--- src/rtl/datapath_gen_pkg.sv ---
// datapath_gen_pkg: shared encodings for the parametrised CPU datapath.
// Optional build macro used by the datapath: DATAPATH_GEN_FWD_EN.
package datapath_gen_pkg;

    typedef enum logic [2:0] {
        ALU_ADD   = 3'b000,
        ALU_SUB   = 3'b001,
        ALU_AND   = 3'b010,
        ALU_NOTB  = 3'b011,
        ALU_OR    = 3'b100,
        ALU_XOR   = 3'b101,
        ALU_MUL   = 3'b110,
        ALU_PASSB = 3'b111
    } alu_op_e;

    typedef enum logic [1:0] {
        SH_PASS = 2'b00,
        SH_LSL  = 2'b01,
        SH_LSR  = 2'b10,
        SH_ASR  = 2'b11
    } shift_e;

    typedef enum logic [1:0] {
        VSEL_MDATA = 2'b00,
        VSEL_IMM8  = 2'b01,
        VSEL_PC    = 2'b10,
        VSEL_C     = 2'b11
    } vsel_e;

    localparam int STAT_Z = 0;
    localparam int STAT_N = 1;
    localparam int STAT_V = 2;

endpackage

--- src/rtl/datapath_gen_mul.sv ---
// datapath_gen_mul: iterative shift-add multiplier, one multiplier bit per cycle.
// Handshake: start is sampled only while busy=0; busy rises at that edge and
// stays high for WIDTH edges; last is high during the final busy cycle (the
// product output is valid then) and done is a one-cycle pulse right after it.
module datapath_gen_mul #(
    parameter int WIDTH = 16
) (
    input  logic             clk,
    input  logic             reset,
    input  logic             start,
    input  logic [WIDTH-1:0] a,
    input  logic [WIDTH-1:0] b,
    output logic             busy,
    output logic             done,
    output logic             last,
    output logic [WIDTH-1:0] product
);
    localparam int CW = $clog2(WIDTH);

    logic [WIDTH-1:0] mcand;
    logic [WIDTH-1:0] mplier;
    logic [WIDTH-1:0] acc;
    logic [WIDTH-1:0] acc_next;
    logic [CW-1:0]    cnt;

    assign acc_next = acc + (mplier[0] ? mcand : '0);
    assign last     = busy && (cnt == CW'(WIDTH - 1));
    assign product  = acc_next;

    // Capture operands on start, then add/shift one bit per edge until the last step.
    always_ff @(posedge clk) begin
        if (reset) begin
            mcand  <= '0;
            mplier <= '0;
            acc    <= '0;
            cnt    <= '0;
            busy   <= 1'b0;
            done   <= 1'b0;
        end else if (start && !busy) begin
            mcand  <= a;
            mplier <= b;
            acc    <= '0;
            cnt    <= '0;
            busy   <= 1'b1;
            done   <= 1'b0;
        end else if (busy) begin
            acc    <= acc_next;
            mcand  <= mcand << 1;
            mplier <= mplier >> 1;
            cnt    <= cnt + 1'b1;
            done   <= last;
            if (last) busy <= 1'b0;
        end else begin
            done   <= 1'b0;
        end
    end

endmodule

--- src/rtl/datapath_gen.sv ---
// datapath_gen: register file, A/B latches, shifter, ALU, C and {V,N,Z} status.
// Build macro DATAPATH_GEN_FWD_EN: when defined, register-file reads bypass the
// same-cycle write data; when undefined, reads return the stored value.
module datapath_gen
    import datapath_gen_pkg::*;
#(
    parameter int WIDTH = 16,
    parameter int NREGS = 8,
    parameter int PC_W  = 9
) (
    input  logic                     clk,
    input  logic                     reset,
    input  logic [$clog2(NREGS)-1:0] readnum1,
    input  logic [$clog2(NREGS)-1:0] readnum2,
    input  logic [$clog2(NREGS)-1:0] writenum,
    input  logic                     write,
    input  logic [1:0]               vsel,
    input  logic [WIDTH-1:0]         mdata,
    input  logic [WIDTH-1:0]         sximm8,
    input  logic [WIDTH-1:0]         sximm5,
    input  logic [PC_W-1:0]          pc,
    input  logic                     loadab,
    input  logic                     asel,
    input  logic                     bsel,
    input  logic [1:0]               shift,
    input  logic [2:0]               aluop,
    input  logic                     loadc,
    input  logic                     loads,
    input  logic                     start,
    output logic                     busy,
    output logic                     done,
    output logic [WIDTH-1:0]         datapath_out,
    output logic [2:0]               status_out,
    output logic [WIDTH-1:0]         data_out1
);
    logic [WIDTH-1:0] regs [NREGS];
    logic [WIDTH-1:0] data_in, rd1, rd2;
    logic [WIDTH-1:0] a_q, b_q, sh_out, ain, bin, alu_out;
    logic             alu_v, mul_last, is_mul;
    logic [WIDTH-1:0] mul_product;

    assign is_mul = (alu_op_e'(aluop) == ALU_MUL);

    // Write-back source selection.
    always_comb begin
        data_in = '0;
        case (vsel_e'(vsel))
            VSEL_MDATA: data_in = mdata;
            VSEL_IMM8:  data_in = sximm8;
            VSEL_PC:    data_in = WIDTH'(pc);
            VSEL_C:     data_in = datapath_out;
            default:    data_in = '0;
        endcase
    end

`ifdef DATAPATH_GEN_FWD_EN
    assign rd1 = (write && (readnum1 == writenum)) ? data_in : regs[readnum1];
    assign rd2 = (write && (readnum2 == writenum)) ? data_in : regs[readnum2];
`else
    assign rd1 = regs[readnum1];
    assign rd2 = regs[readnum2];
`endif
    assign data_out1 = rd1;

    // Register file and A/B operand latches.
    always_ff @(posedge clk) begin
        if (reset) begin
            for (int i = 0; i < NREGS; i++) regs[i] <= '0;
            a_q <= '0;
            b_q <= '0;
        end else begin
            if (write) regs[writenum] <= data_in;
            if (loadab) begin
                a_q <= rd2;
                b_q <= rd1;
            end
        end
    end

    // Shifter on B, then operand muxes.
    always_comb begin
        sh_out = b_q;
        case (shift_e'(shift))
            SH_PASS: sh_out = b_q;
            SH_LSL:  sh_out = {b_q[WIDTH-2:0], 1'b0};
            SH_LSR:  sh_out = {1'b0, b_q[WIDTH-1:1]};
            SH_ASR:  sh_out = {b_q[WIDTH-1], b_q[WIDTH-1:1]};
            default: sh_out = b_q;
        endcase
    end

    assign ain = asel ? '0 : a_q;
    assign bin = bsel ? sximm5 : sh_out;

    // ALU; overflow is only meaningful for add and subtract.
    always_comb begin
        alu_out = '0;
        alu_v   = 1'b0;
        case (alu_op_e'(aluop))
            ALU_ADD: begin
                alu_out = ain + bin;
                alu_v   = (ain[WIDTH-1] == bin[WIDTH-1]) && (alu_out[WIDTH-1] != ain[WIDTH-1]);
            end
            ALU_SUB: begin
                alu_out = ain - bin;
                alu_v   = (ain[WIDTH-1] != bin[WIDTH-1]) && (alu_out[WIDTH-1] != ain[WIDTH-1]);
            end
            ALU_AND:   alu_out = ain & bin;
            ALU_NOTB:  alu_out = ~bin;
            ALU_OR:    alu_out = ain | bin;
            ALU_XOR:   alu_out = ain ^ bin;
            ALU_MUL:   alu_out = '0;
            ALU_PASSB: alu_out = bin;
            default:   alu_out = '0;
        endcase
    end

    datapath_gen_mul #(.WIDTH(WIDTH)) u_mul (
        .clk     (clk),
        .reset   (reset),
        .start   (start && is_mul),
        .a       (ain),
        .b       (bin),
        .busy    (busy),
        .done    (done),
        .last    (mul_last),
        .product (mul_product)
    );

    // C and status: the multiplier result wins; direct loads are blocked while busy or on MUL.
    always_ff @(posedge clk) begin
        if (reset) begin
            datapath_out <= '0;
            status_out   <= '0;
        end else if (mul_last) begin
            datapath_out         <= mul_product;
            status_out[STAT_V]   <= 1'b0;
            status_out[STAT_N]   <= mul_product[WIDTH-1];
            status_out[STAT_Z]   <= (mul_product == '0);
        end else if (!busy && !is_mul) begin
            if (loadc) datapath_out <= alu_out;
            if (loads) begin
                status_out[STAT_V] <= alu_v;
                status_out[STAT_N] <= alu_out[WIDTH-1];
                status_out[STAT_Z] <= (alu_out == '0);
            end
        end
    end

endmodule

--- config.mk ---
export PLATFORM = sky130hd
export DESIGN_NAME = datapath_gen
export DESIGN_NICKNAME = d
export VERILOG_FILES = /design/src/rtl/datapath_gen_pkg.sv /design/src/rtl/datapath_gen_mul.sv /design/src/rtl/datapath_gen.sv
export SDC_FILE = /design/constraint.sdc
export NUM_CORES = 1
export LEC_CHECK = 0
export CORE_ASPECT_RATIO = 1.75
export CORE_MARGIN = 5
export CORE_UTILIZATION = 30
export CTS_BUF_LIST = sky130_fd_sc_hd__clkbuf_4
export DETAILED_ROUTE_END_ITERATION = 8
export GPL_TIMING_DRIVEN = 0
export HOLD_SLACK_MARGIN = 0.1
export PLACE_DENSITY = 0.56
export RECOVER_POWER = 50
export REMOVE_ABC_BUFFERS = 1
export SYNTH_ARGS = -nofsm -noshare
export SYNTH_HDL_FRONTEND = slang
export SYNTH_SLANG_ARGS = --single-unit
--- constraint.sdc ---
create_clock -name clk -period 5.3 [get_ports clk]
set_input_delay 1.06 -clock clk [delete_from_list [all_inputs] [get_ports clk]]
set_output_delay 1.06 -clock clk [all_outputs]
set_load 0.05 [all_outputs]
# Yosys cells after proc, flatten, opt, wreduce, memory -nomap -nowiden
# Memories as Yosys holds them, arrays and structs flattened. A register that Yosys moved wholly into a read port is not among the register bits.
# Index checks and enable logic that the tools add are counted.
dict set report word_totals {
  mem_count 1
  ram_bits 128
  reg_bits 89
  input_bits 82
  elab_cells 90
  out_inout_bits 37
}
# name depth width rd rd_ports_with_merged_regs wr line_no
set mem_list {}
lappend mem_list {regs 8 16 2 1 8 datapath_gen.sv:36} ;# logic [WIDTH-1:0] regs [NREGS];
dict set report op_classes {
  mux 28
  n_reduce_logical 24
  add_sub_neg 4
  eq_ne 18
  bitwise 5
}
# operator n
set op_table {}
lappend op_table {{2-to-1 mux 16 bit} 11}
lappend op_table {{case mux 16 bit (4 select lines)} 2}
lappend op_table {{case mux 16 bit (8 select lines)} 1}
lappend op_table {{adder 16 bit} 2}
lappend op_table {{logical NOT 16 bit} 2}
lappend op_table {{AND 16 bit} 1}
lappend op_table {{NOT 16 bit} 1}
lappend op_table {{bitwise OR 16 bit} 1}
lappend op_table {{OR reduction 16 bit} 1}
lappend op_table {{subtractor 16 bit} 1}
lappend op_table {{bitwise XOR 16 bit} 1}
lappend op_table {{== test 3 bit, second input constant} 4}
lappend op_table {{2-to-1 mux 1 bit} 9}
lappend op_table {{== test 2 bit, second input constant} 4}
lappend op_table {{nonzero test 2 bit} 4}
lappend op_table {{== test 3 x 2 -> 1 bit, second input constant} 2}
lappend op_table {{logical AND 1 bit} 6}
lappend op_table {{2-to-1 mux 2 bit} 3}
lappend op_table {{AND reduction 2 bit} 3}
lappend op_table {{adder 4 x 1 -> 4 bit, second input constant} 1}
lappend op_table {{== test 2 x 1 -> 1 bit, second input constant} 2}
lappend op_table {{== test 4 bit, second input constant} 1}
lappend op_table {{logical NOT 2 bit} 2}
lappend op_table {{OR reduction 2 bit} 2}
lappend op_table {{other kinds (9)} 12}

# Depth between registers and ports, before layout
# Gate-level depths: netlist of run 1.
dict set report depth {
  depth_word 9
  ltp_mapped 16
  mapped_depth_nobuf 14
}

# Modules after synthesis
# From an unflattened synthesis of run 1, not the netlist that was laid out.
dict set report unflattened {
  cells_unflattened 1527
  area_unflattened_um2 15242.1
}
# module cells_each n_inst seq_area_each_um2 area_each_um2
set modules_own_cells {}
lappend modules_own_cells {datapath_gen 1170 1 4864.7 12246.7}
lappend modules_own_cells {datapath_gen_mul 357 1 1081.0 2995.4}

# Worst setup path before layout of run 1
# OpenSTA, ideal clock, no wires.
dict set report synth_timing {
  path_type {input to register}
  from {in shift[1]}
  to {reg status_out[0]}
  arrival_time_ns 4.043
  cell_stages 15
  t_required_ns 5.181
  n_path_buf 1
  path_slack_ns 1.138
  setup_ns 0.119
  path_cell_list {buf_2 > or3b_1 > a31oi_2 > ha_1 > inv_1 > fa_1 > nor2b_1 > o21ai_0 > a311oi_1 > or2_2 > a2111o_1 > a22oi_1 > nor2b_1 > nand4_1 > o21ai_1}
}
dict set report synth_via {
  elab_chain_len 9
  word_cells_on_any_way 17
  cone_classes {add/sub: 2; eq/ne: 3; mux: 6; bitwise: 4; reduce/logical: 2}
}
# item line_no
set synth_rtl {}
lappend synth_rtl {{start: declaration} datapath_gen.sv:25} ;# input logic [1:0] shift,
lappend synth_rtl {{== test 2 bit, or another cell as far along} datapath_gen.sv:83} ;# case (shift_e'(shift))
lappend synth_rtl {{case mux 16 bit (4 select lines) (*)} datapath_gen.sv:83}
lappend synth_rtl {{2-to-1 mux 16 bit (*)} datapath_gen.sv:93} ;# assign bin = bsel ? sximm5 : sh_out;
lappend synth_rtl {{subtractor 16 bit, or another cell as far along} datapath_gen.sv:105} ;# alu_out = ain - bin;
lappend synth_rtl {{case mux 16 bit (8 select lines) (*)} datapath_gen.sv:99} ;# case (alu_op_e'(aluop))
lappend synth_rtl {{logical NOT 16 bit (*)} datapath_gen.sv:145} ;# status_out[STAT_Z] <= (alu_out == '0);
lappend synth_rtl {{2-to-1 mux 2 bit (*)} datapath_gen.sv:142} ;# if (loads) begin
lappend synth_rtl {{2-to-1 mux 2 bit (*)} datapath_gen.sv:140} ;# end else if (!busy && !is_mul) begin
lappend synth_rtl {{2-to-1 mux 2 bit (*)} datapath_gen.sv:135} ;# end else if (mul_last) begin
lappend synth_rtl {{end signal: indexed assignment} datapath_gen.sv:143} ;# status_out[STAT_V] <= alu_v;
lappend synth_rtl {{end signal: indexed assignment} datapath_gen.sv:144} ;# status_out[STAT_N] <= alu_out[WIDTH-1];
lappend synth_rtl {{end signal: indexed assignment} datapath_gen.sv:145}
lappend synth_rtl {{end: declaration} datapath_gen.sv:33} ;# output logic [2:0] status_out,
# Mark *: on every way between the ends. The rest lies on a longest branch, timed or not. The select of a mux whose other input is x is not followed.
# A chain may end at the register's enable or synchronous reset.

# Final worst setup path of run 1
# Ends and elaborated chain as after synthesis.

==> results of run 1 <==
-- timing repair --
item                       in CTS  in global routing
buffers inserted                0                  0
gates resized for setup         2                  6
cloned                          0                  0
setup endpoints to repair       2                  3
-- Yosys cell counts, drive strengths merged (10+ instances only) --
library cell	instances
and3	69
o211ai	10
nor2	242
and2	34
a31oi	13
nor3	21
ha	63
inv	60
dfxtp	105
a211oi	48
nor2b	23
mux4	73
a22oi	11
a21o	11
mux2i	75
xnor2	14
nand3	21
clkbuf	62
o21ai	50
buf	44
mux2	27
nand2b	34
a21oi	91
nand2	75
edfxtp	128
-- metrics by stage --
stage / setup WS [ns] / setup TNS, ns
2_1_floorplan: 1.261 / 0
3_3_place_gp: -5.412 / -710.77
3_5_place_dp: -0.9256 / -9.198
4_1_cts: 0.06978 / 0
5_1_grt: 0.02116 / 0
6_report: 0.2023 / 0
-- tightest hold or removal path, cell delays in order, from the launching register on --
cell and delay (ns):
dfxtp_1 0.34, a21oi_1 0.07, nor2_1 0.08
-- layer usage --
metal	vias up	wire length [um]
li1	5999	-
met2	436	30090
met3	144	2644
met5	-	0
met4	0	2949
met1	6414	18770
-- power breakdown --
part	internal [mW]	switching [mW]
Sequential	1.98	0.0576
Combinational	0.391	0.649
Clock	0.697	0.758
-- cell type report --
class,instances,area [um2],share of cell area (%)
sequential,233,5949,33.17
antenna,1,2.502,0.01395
inverter,61,231.5,1.291
timing repair buffer,128,1313,7.318
clock buffer,80,600.6,3.349
clock inverter,16,85.08,0.4744
tap,672,840.8,4.688
multi-input combinational,1164,8912,49.69
-- cells by family after synthesis --
kind of cell,synth area share (%)
AO/OA/AOI/OAI,15.09
XOR/XNOR,1.385
adder cells (fa/ha/maj),5.459
buffers and inverters,4.532
flip-flops,38.26
multiplexers,17.47
AND/OR/NAND/NOR,17.81
-- registers in the layout, summed over array words and instances (netlist names) --
| signal | count |
|---|---|
| a_q | 16 |
| b_q | 16 |
| datapath_out | 16 |
| regs | 128 |
| status_out | 3 |
| u_mul.acc | 16 |
| u_mul.busy | 1 |
| u_mul.cnt | 4 |
| u_mul.done | 1 |
| u_mul.mcand | 16 |
| u_mul.mplier | 16 |
-- worst paths after layout --
path | slack, ns | end | startpoint | depth (start not counted)
worst max-delay path | 0.20 | status_out[0] | shift[1] | 14
worst max register to register | 0.88 | status_out[0] | b_q[1] | 14
worst min-delay path | 0.44 | u_mul.mplier[4] | u_mul.mplier[5] | 2
worst min register to register | 0.44 | u_mul.mplier[4] | u_mul.mplier[5] | 2
==> impl_metrics.yaml, run 1 <==
clocking:
  cts_buffers: 55
  cts-root-buf: "clkbuf_4"
  hold_buffers: 0
  htree_levels: 2
  clock_path_buffers: 3
  cts.sinks: 233
  tritoncts: "yes"
  clk_transition_reported_paths_ns: 0.07
  clock_latency_ns: 0.78
cells_and_area:
  final_cells: 2355
  mostFrequentLayoutCells: "nor2_1, edfxtp_1, dfxtp_1"
  design_area_mm2: 0.01793
  fill_cells: 5195
  final_nets: 1791
  final_util_pct: 34.94
  syn_to_final_growth_pct: 15.40
  layout_commonest_cell: "nor2_1"
  drive_gt1_share_pct: 13.56
detailed_routing:
  antenna_left: 0
  routed_via_density: 5.517
  drt_first_pass_iters: 6
  first_iter_violations: 776
  drc: 0
  routed_wl_um: 54450
  num_vias: 12993
  post_drt_wl_per_cell_um: 23.12
global_route:
  use_met1_pct: 18.70
  gr-max-usage-layer: "met2"
  grt_usage_pct: 18.59
  grt_use_met2_pct: 36.22
  use_met3_pct: 2.760
  grt.overflow.total: 0
  grt_pass1_wl_um: 81280
  antenna_found_initial: 2
  grt_max_degree: 82
  grt_pass1_vias: 13402
timing:
  slew-limit-headroom_pct: 4.633
  tightest_slew_ns: 1.426
  drv_slew: 0
  rsz0062_at_grt: "no"
  hold_ws_ns: 0.4448
  final-setup-viol-count: 0
  fin_worst_skew_ns: 0.08035
  period_share_pct: 96.18
  post-route-min-period_ns: 5.098
  hold_viol: 0
  clock.fmax_mhz: 196.2
worst_setup_path:
  path_buf_inv: 2
  crit_family: "compound AO/OA/AOI/OAI gates"
  cp-start-kind: "input pin"
  crit_type: "input pin to register"
  cp.arrival_ns: 5.75
  cpMaxStageDelayCell: "dlygate4sd2_1"
  critPathRequiredTime_ns: 5.95
  slowest_delay_ns: 0.81
  path_max_fanout: 29
  worst_setup_path_end_kind: "register"
  crit_chain: "dlygate4sd2_1 -> nor2_1 -> a221oi_1 -> inv_1 -> ha_1 -> nor2_1 -> a211oi_1 -> a211oi_1 -> nor3_1 -> o311a_1 -> a21oi_1 -> nor2b_1 -> nand4_1 -> o21ai_1"
floorplan:
  rows: 110
  die_w_um: 182.1
  dieArea_mm2: 0.05663
  start_util_pct: 30.27
  die_h_um: 311.1
  io_pins: 119
  core_area_mm2: 0.05134
place:
  hpwl_um: 40950
  finalWeightedCongestion: 0.9151
  place_area_mm2: 0.01726
  place_inst: 2258
  io_buffers: 118
power_and_ir_drop:
  p_per_area_mw_per_mm2: 252.8
  p_total_mw: 4.534
  peakVddDrop_mv: 0.1479
  leakage_nw: 7.173
synth:
  ys_seq_elements: 233
  synth.area.top_cells: "edfxtp_1, dfxtp_1, mux4_2"
  syn_avg_cell_area_um2: 9.937
  synth_area_leader_cell: "edfxtp_1"
  async_reset_ff_share_pct: 0
  synth_seq_area_share_pct: 38.26
  syn-instance-count: 1564
  synth_flop_cell: "edfxtp_1"
  synth.distinct_cells: 99
  netlist.area_leader.share_pct: 24.73
  synth_edf_count: 128
  yosys_warnings: 0
  syn_area_mm2: 0.01554
hold_path:
  hold_class: "register to register"
outcome:
  outcome: "finished, final reports clean"
run:
  maxCapViolations: 0
No activity file was read; power rests on OpenSTA's default activity.
==> run 2, diff against run 1 <==
Settings changed: CORE_MARGIN 5 to unset, SLEW_MARGIN set to 20.
==> impl_metrics.yaml, run 2 (same netlist as run 1, synthesis figures left out) <==
detailed_routing:
  routed_via_density: 5.507
  drc: 1
  routed_wl_um: 54470
  num_vias: 13008
  drt_first_pass_iters: 9
  antenna_left: 0
  first_iter_violations: 929
  post_drt_wl_per_cell_um: 23.06
clocking:
  clock_path_buffers: 3
  hold_buffers: 0
  clock_latency_ns: 0.80
  tritoncts: "yes"
  clk_transition_reported_paths_ns: 0.07
  cts.sinks: 233
  post_cts_buffers: 0
  htree_levels: 2
  cts-root-buf: "clkbuf_4"
  cts.repair.resized: 1
  cts_buffers: 56
worst_setup_path:
  reg2reg_slack_ns: 0.95
  slowest_delay_ns: 0.73
  path_buf_inv: 2
  critPathRequiredTime_ns: 5.97
  crit_type: "input pin to register"
  crit_chain: "dlymetal6s2s_1 -> nor2_1 -> a221oi_1 -> inv_1 -> ha_1 -> nor2_1 -> a211oi_1 -> a211oi_1 -> nor3_1 -> o311a_1 -> a21oi_1 -> nor2b_1 -> nand4_1 -> o21ai_1"
  r2r.worst_path.cells: 13
  path_max_fanout: 29
  cp-start-kind: "input pin"
  crit_family: "compound AO/OA/AOI/OAI gates"
  worst_setup_path_end_kind: "register"
  cp.arrival_ns: 5.68
  regToRegStartpoint: "b_q[6]"
  cpMaxStageDelayCell: "dlymetal6s2s_1"
  r2r_end: "status_out[0]"
timing:
  post-route-min-period_ns: 5.005
  hold_ws_ns: 0.4689
  clock.fmax_mhz: 199.8
  drv_slew: 84
  period_share_pct: 94.44
  final-setup-viol-count: 0
  fin_worst_skew_ns: 0.07000
  rsz0062_at_grt: "no"
  slew-limit-headroom_pct: -97.61
  hold_viol: 0
  tightest_slew_ns: 2.964
cells_and_area:
  drive_gt1_share_pct: 14.15
  largest_register_ff_count: 128
  layout_commonest_cell: "nor2_1"
  regMostFlops: "regs"
  final_nets: 1796
  final_cells: 2362
  fill_cells: 5225
  mostFrequentLayoutCells: "nor2_1, edfxtp_1, dfxtp_1"
  syn_to_final_growth_pct: 15.70
floorplan:
  die_h_um: 303.1
  rows: 110
  core_area_mm2: 0.05134
  dieArea_mm2: 0.05275
  start_util_pct: 30.27
  die_w_um: 174.1
  io_pins: 119
place:
  hpwl_um: 40710
  finalWeightedCongestion: 0.9061
  io_buffers: 118
  place_inst: 2261
global_route:
  gr-max-usage-layer: "met2"
  grt_pass1_wl_um: 81160
  use_met1_pct: 20.42
  use_met3_pct: 2.611
  grt.overflow.total: 0
  grt_max_degree: 53
  grt_use_met2_pct: 40.24
  antenna_found_initial: 3
  grt_pass1_vias: 13434
  grt_usage_pct: 20.55
outcome:
  outcome: "complete, but fails checks"
  failed_checks: "DRC, capacitance limit, slew limit"
power_and_ir_drop:
  switching_share_pct: 32.62
  leakage_nw: 7.179
  p_int_mw: 3.095
  p_per_area_mw_per_mm2: 255.5
  peakVddDrop_mv: 0.1475
  switchingPower_mw: 1.498
  power_frac_clock_pct: 33.0
  p_seq_share_pct: 44.4
  pwr-share-comb_pct: 22.6
hold_path:
  hold_start: "u_mul.mcand[2]"
  hold_class: "register to register"
  min_to: "u_mul.mcand[3]"
  holdPathStages: 2
run:
  maxCapViolations: 3
==> run 2: area by class of cell <==
| type | instances | area (um2) | area share, % |
|---|---|---|---|
| inverter | 61 | 230.2 | 1.280 |
| clock buffer | 83 | 623.1 | 3.465 |
| tap | 672 | 840.8 | 4.676 |
| clock inverter | 16 | 83.83 | 0.4662 |
| multi-input combinational | 1164 | 8927 | 49.65 |
| antenna | 1 | 2.502 | 0.01392 |
| timing repair buffer | 132 | 1328 | 7.383 |
| sequential | 233 | 5946 | 33.07 |
==> run 2: tightest hold or removal path, stage by stage, from the launching register on <==
cell and delay, ns:
dfxtp_1 0.35, a21oi_1 0.07, nor2_1 0.07
==> run 2: layer usage <==
layer	part of all wire (%)	routed length [um]	vias up
met3	4.5	2463	171
met2	55	29820	471
met5	0	0	-
met4	6.0	3285	0
met1	35	18900	6358
li1	-	-	6008
==> run 2: power by group through the flow <==
stage               logic [mW]  registers [mW]  clock network, mW
floorplan                0.582            2.09                  0
global placement          1.03            2.08                  0
detailed placement        1.04            2.08                  0
CTS                       1.05            2.04               1.55
global route              1.11            2.05               1.63
finish                    1.04            2.04               1.52
==> run 2: stage by stage <==
stage	util (%)	instance area (um2)	total power, mW	worst slack (ns)	TNS (ns)
after floorplan	-	15070	2.675	1.261	0
after global placement	33.29	17090	3.109	-5.270	-671.36
after detailed placement	33.69	17290	3.123	-0.7914	-6.750
after CTS	35.06	18000	4.632	0.01011	0
after global routing	35.03	17980	4.789	0.002204	0
final	35.03	17980	4.593	0.2947	0
==> run 2: worst max-delay path by stage <==
stage	from	to	slack (ns)	cells past startpoint
2_1_floorplan	shift[0]	status_out[0]	1.26	14
3_3_place_gp	reset	regs[5][0]	-5.27	4
3_5_place_dp	shift[0]	datapath_out[12]	-0.79	15
4_1_cts	shift[1]	status_out[0]	0.01	14
5_1_grt	shift[1]	status_out[0]	0.002	14
6_report	shift[1]	status_out[0]	0.29	14
==> run 3, diff against run 2 <==
Settings changed: CTS_CLUSTER_DIAMETER set to 200, SYNTH_HIERARCHICAL set to 1.
Clock period 5.3 ns to 6.5 ns, I/O delays scaled along.
==> impl_metrics.yaml, run 3 <==
outcome:
  outcome: "complete, but fails checks"
  failed_checks: "capacitance limit, slew limit"
power_and_ir_drop:
  peakVddDrop_mv: 0.1128
  p_int_mw: 2.493
  switchingPower_mw: 1.179
  p_per_area_mw_per_mm2: 208.2
  leakage_nw: 6.975
  p_seq_share_pct: 45.4
  switching_share_pct: 32.11
  pwr-share-comb_pct: 22.1
  power_frac_clock_pct: 32.5
  p_total_mw: 3.673
global_route:
  use_met3_pct: 2.119
  grt.overflow.total: 0
  antenna_found_initial: 1
  grt_usage_pct: 20.20
  use_met1_pct: 20.37
  grt_max_degree: 85
  grt_pass1_vias: 13008
  gr-max-usage-layer: "met2"
  grt_use_met2_pct: 38.05
  grt_pass1_wl_um: 77010
cells_and_area:
  mostFrequentLayoutCells: "nor2_1, edfxtp_1, dfxtp_1"
  drive_gt1_share_pct: 13.49
  largest_register_ff_count: 128
  syn_to_final_growth_pct: 15.71
  regMostFlops: "regs"
  design_area_mm2: 0.01764
  final_nets: 1749
  layout_commonest_cell: "nor2_1"
  final_cells: 2307
  fill_cells: 5055
  final_util_pct: 35.37
synth:
  synth_area_leader_cell: "edfxtp_1"
  synth_mux_area_share_pct: 19.76
  synth_adder_area_share_pct: 5.566
  synth_xor_area_share_pct: 1.896
  synth.area.top_cells: "edfxtp_1, dfxtp_1, mux4_2"
  synth_compound_area_share_pct: 12.66
  synth.distinct_cells: 81
  synth_commonest_cells: "nor2_1, edfxtp_1, dfxtp_1"
  ys_seq_elements: 233
  yosysMostFrequentCell: "nor2_1"
  syn_area_mm2: 0.01524
  yosys_warnings: 6
  yosys.area_share.simple_pct: 16.63
  synth_top_family_by_area: "multiplexers"
  synth_edf_count: 128
  synth_flop_cell: "edfxtp_1"
  netlist.area_leader.share_pct: 25.22
  synth_seq_area_share_pct: 39.01
  syn-instance-count: 1527
  async_reset_ff_share_pct: 0
  syn_avg_cell_area_um2: 9.982
worst_setup_path:
  cp.arrival_ns: 6.71
  startpoint: "shift[1]"
  critPathRequiredTime_ns: 7.02
  regToRegStartpoint: "b_q[2]"
  crit_type: "input pin to register"
  worst_setup_path_end_kind: "register"
  path_max_fanout: 29
  cp-start-kind: "input pin"
timing:
  rsz0062_at_grt: "no"
  hold_viol: 0
  post-route-min-period_ns: 6.184
  tightest_slew_ns: 2.851
  slew-limit-headroom_pct: -90.07
  clock.fmax_mhz: 161.7
  drv_slew: 118
  fin_worst_skew_ns: 0.05984
  period_share_pct: 95.14
  final-setup-viol-count: 0
  tns_ns: 0
floorplan:
  rows: 108
  dieArea_mm2: 0.05175
  start_util_pct: 30.57
  core_area_mm2: 0.04986
  die_w_um: 172.4
  die_h_um: 300.2
  io_pins: 119
hold_path:
  hold_start: "a_q[2]"
  hold_class: "register to register"
place:
  place_area_mm2: 0.01699
  finalWeightedCongestion: 0.9293
  hpwl_um: 39110
  place_inst: 2205
  io_buffers: 118
clocking:
  clk_transition_reported_paths_ns: 0.07
  cts-root-buf: "clkbuf_4"
  clock_path_buffers: 3
  clock_latency_ns: 0.75
  htree_levels: 2
  cts_buffers: 54
  cts.sinks: 233
  post_cts_buffers: 0
  hold_buffers: 0
  tritoncts: "yes"
detailed_routing:
  post_drt_wl_per_cell_um: 22.38
  num_vias: 12437
  routed_via_density: 5.391
  antenna_left: 0
  drc: 0
  routed_wl_um: 51630
  drt_first_pass_iters: 5
  first_iter_violations: 607
run:
  maxCapViolations: 2
run 3: changes by cell type in the layout (fill, tap and decap cells not counted), sizes merged, moves of 9 or more:
cell	change
mux2i	+29
a211oi	-22
nor2	-12
and3	-10
nand3	-9
xnor2	+9
run 3: what timing repair did:
action,4_1_cts,5_1_grt
hold endpoints to repair,0,0
resized for setup,2,2
endpoints found under the setup margin,2,4
gates cloned,0,0
run 3: final cells by class:
| type | instances | area, um2 | area share, % |
|---|---|---|---|
| flip-flops and latches | 233 | 5946 | 33.71 |
| clock inverters | 22 | 97.59 | 0.5533 |
| repair buffers | 127 | 1267 | 7.186 |
| multi-input cells | 1120 | 8661 | 49.11 |
| diodes | 1 | 2.502 | 0.01419 |
| well taps | 660 | 825.8 | 4.682 |
| clock buffers | 79 | 593.1 | 3.363 |
| inverters | 65 | 244.0 | 1.383 |
run 3: stage by stage:
step	setup WS [ns]	hold slack [ns]
floorplan	1.686	0.4490
global placement	-4.626	0.4632
detailed placement	-0.8197	0.4668
CTS	0.03610	0.4892
global route	0.1650	0.5081
finish	0.3157	0.4883
run 3: metal layers:
layer	vias up	part of all wire [%]	wire length, um
li1	5783	-	-
met1	6055	35	18030
met2	424	54	27900
met3	175	4.3	2199
met4	0	6.8	3494
met5	-	0	0
run 3: path summary, 6_finish.rpt:
kind / slack, ns / cells after the start / end
worst max-delay path: 0.32 / 14 / datapath_out[15]
worst min-delay path: 0.49 / 2 / a_q[2]
worst max register to register: 1.87 / 13 / datapath_out[15]
worst min register to register: 0.49 / 2 / a_q[2]
run 3: power groups by stage:
stage / combinational [mW] / sequential, mW / clock (mW)
6_report: 0.811 / 1.67 / 1.19
4_1_cts: 0.820 / 1.67 / 1.23
3_5_place_dp: 0.817 / 1.70 / 0
2_1_floorplan: 0.458 / 1.71 / 0
3_3_place_gp: 0.808 / 1.70 / 0
5_1_grt: 0.872 / 1.67 / 1.28
run 3: worst max-delay path, cell delays in order:
cell and delay [ns]:
dlygate4sd2_1 0.90, nor2_1 0.53, a221oi_2 0.74, inv_1 0.18
ha_1 0.49, or3b_2 0.17, o211a_1 0.21, o2bb2ai_1 0.26
o21bai_1 0.26, a211oi_1 0.65, mux2i_1 0.22, nor4b_1 0.52
or3_1 0.20, a21oi_1 0.05
run 3: logic make-up after synthesis:
logic type	count (synthesis)
and+or+nand+nor	525
adders and majority gates	66
AOI/OAI and AO/OA	290
DFF	233
xor gates and xnor gates	33
muxes	206
buffers and inverters	174
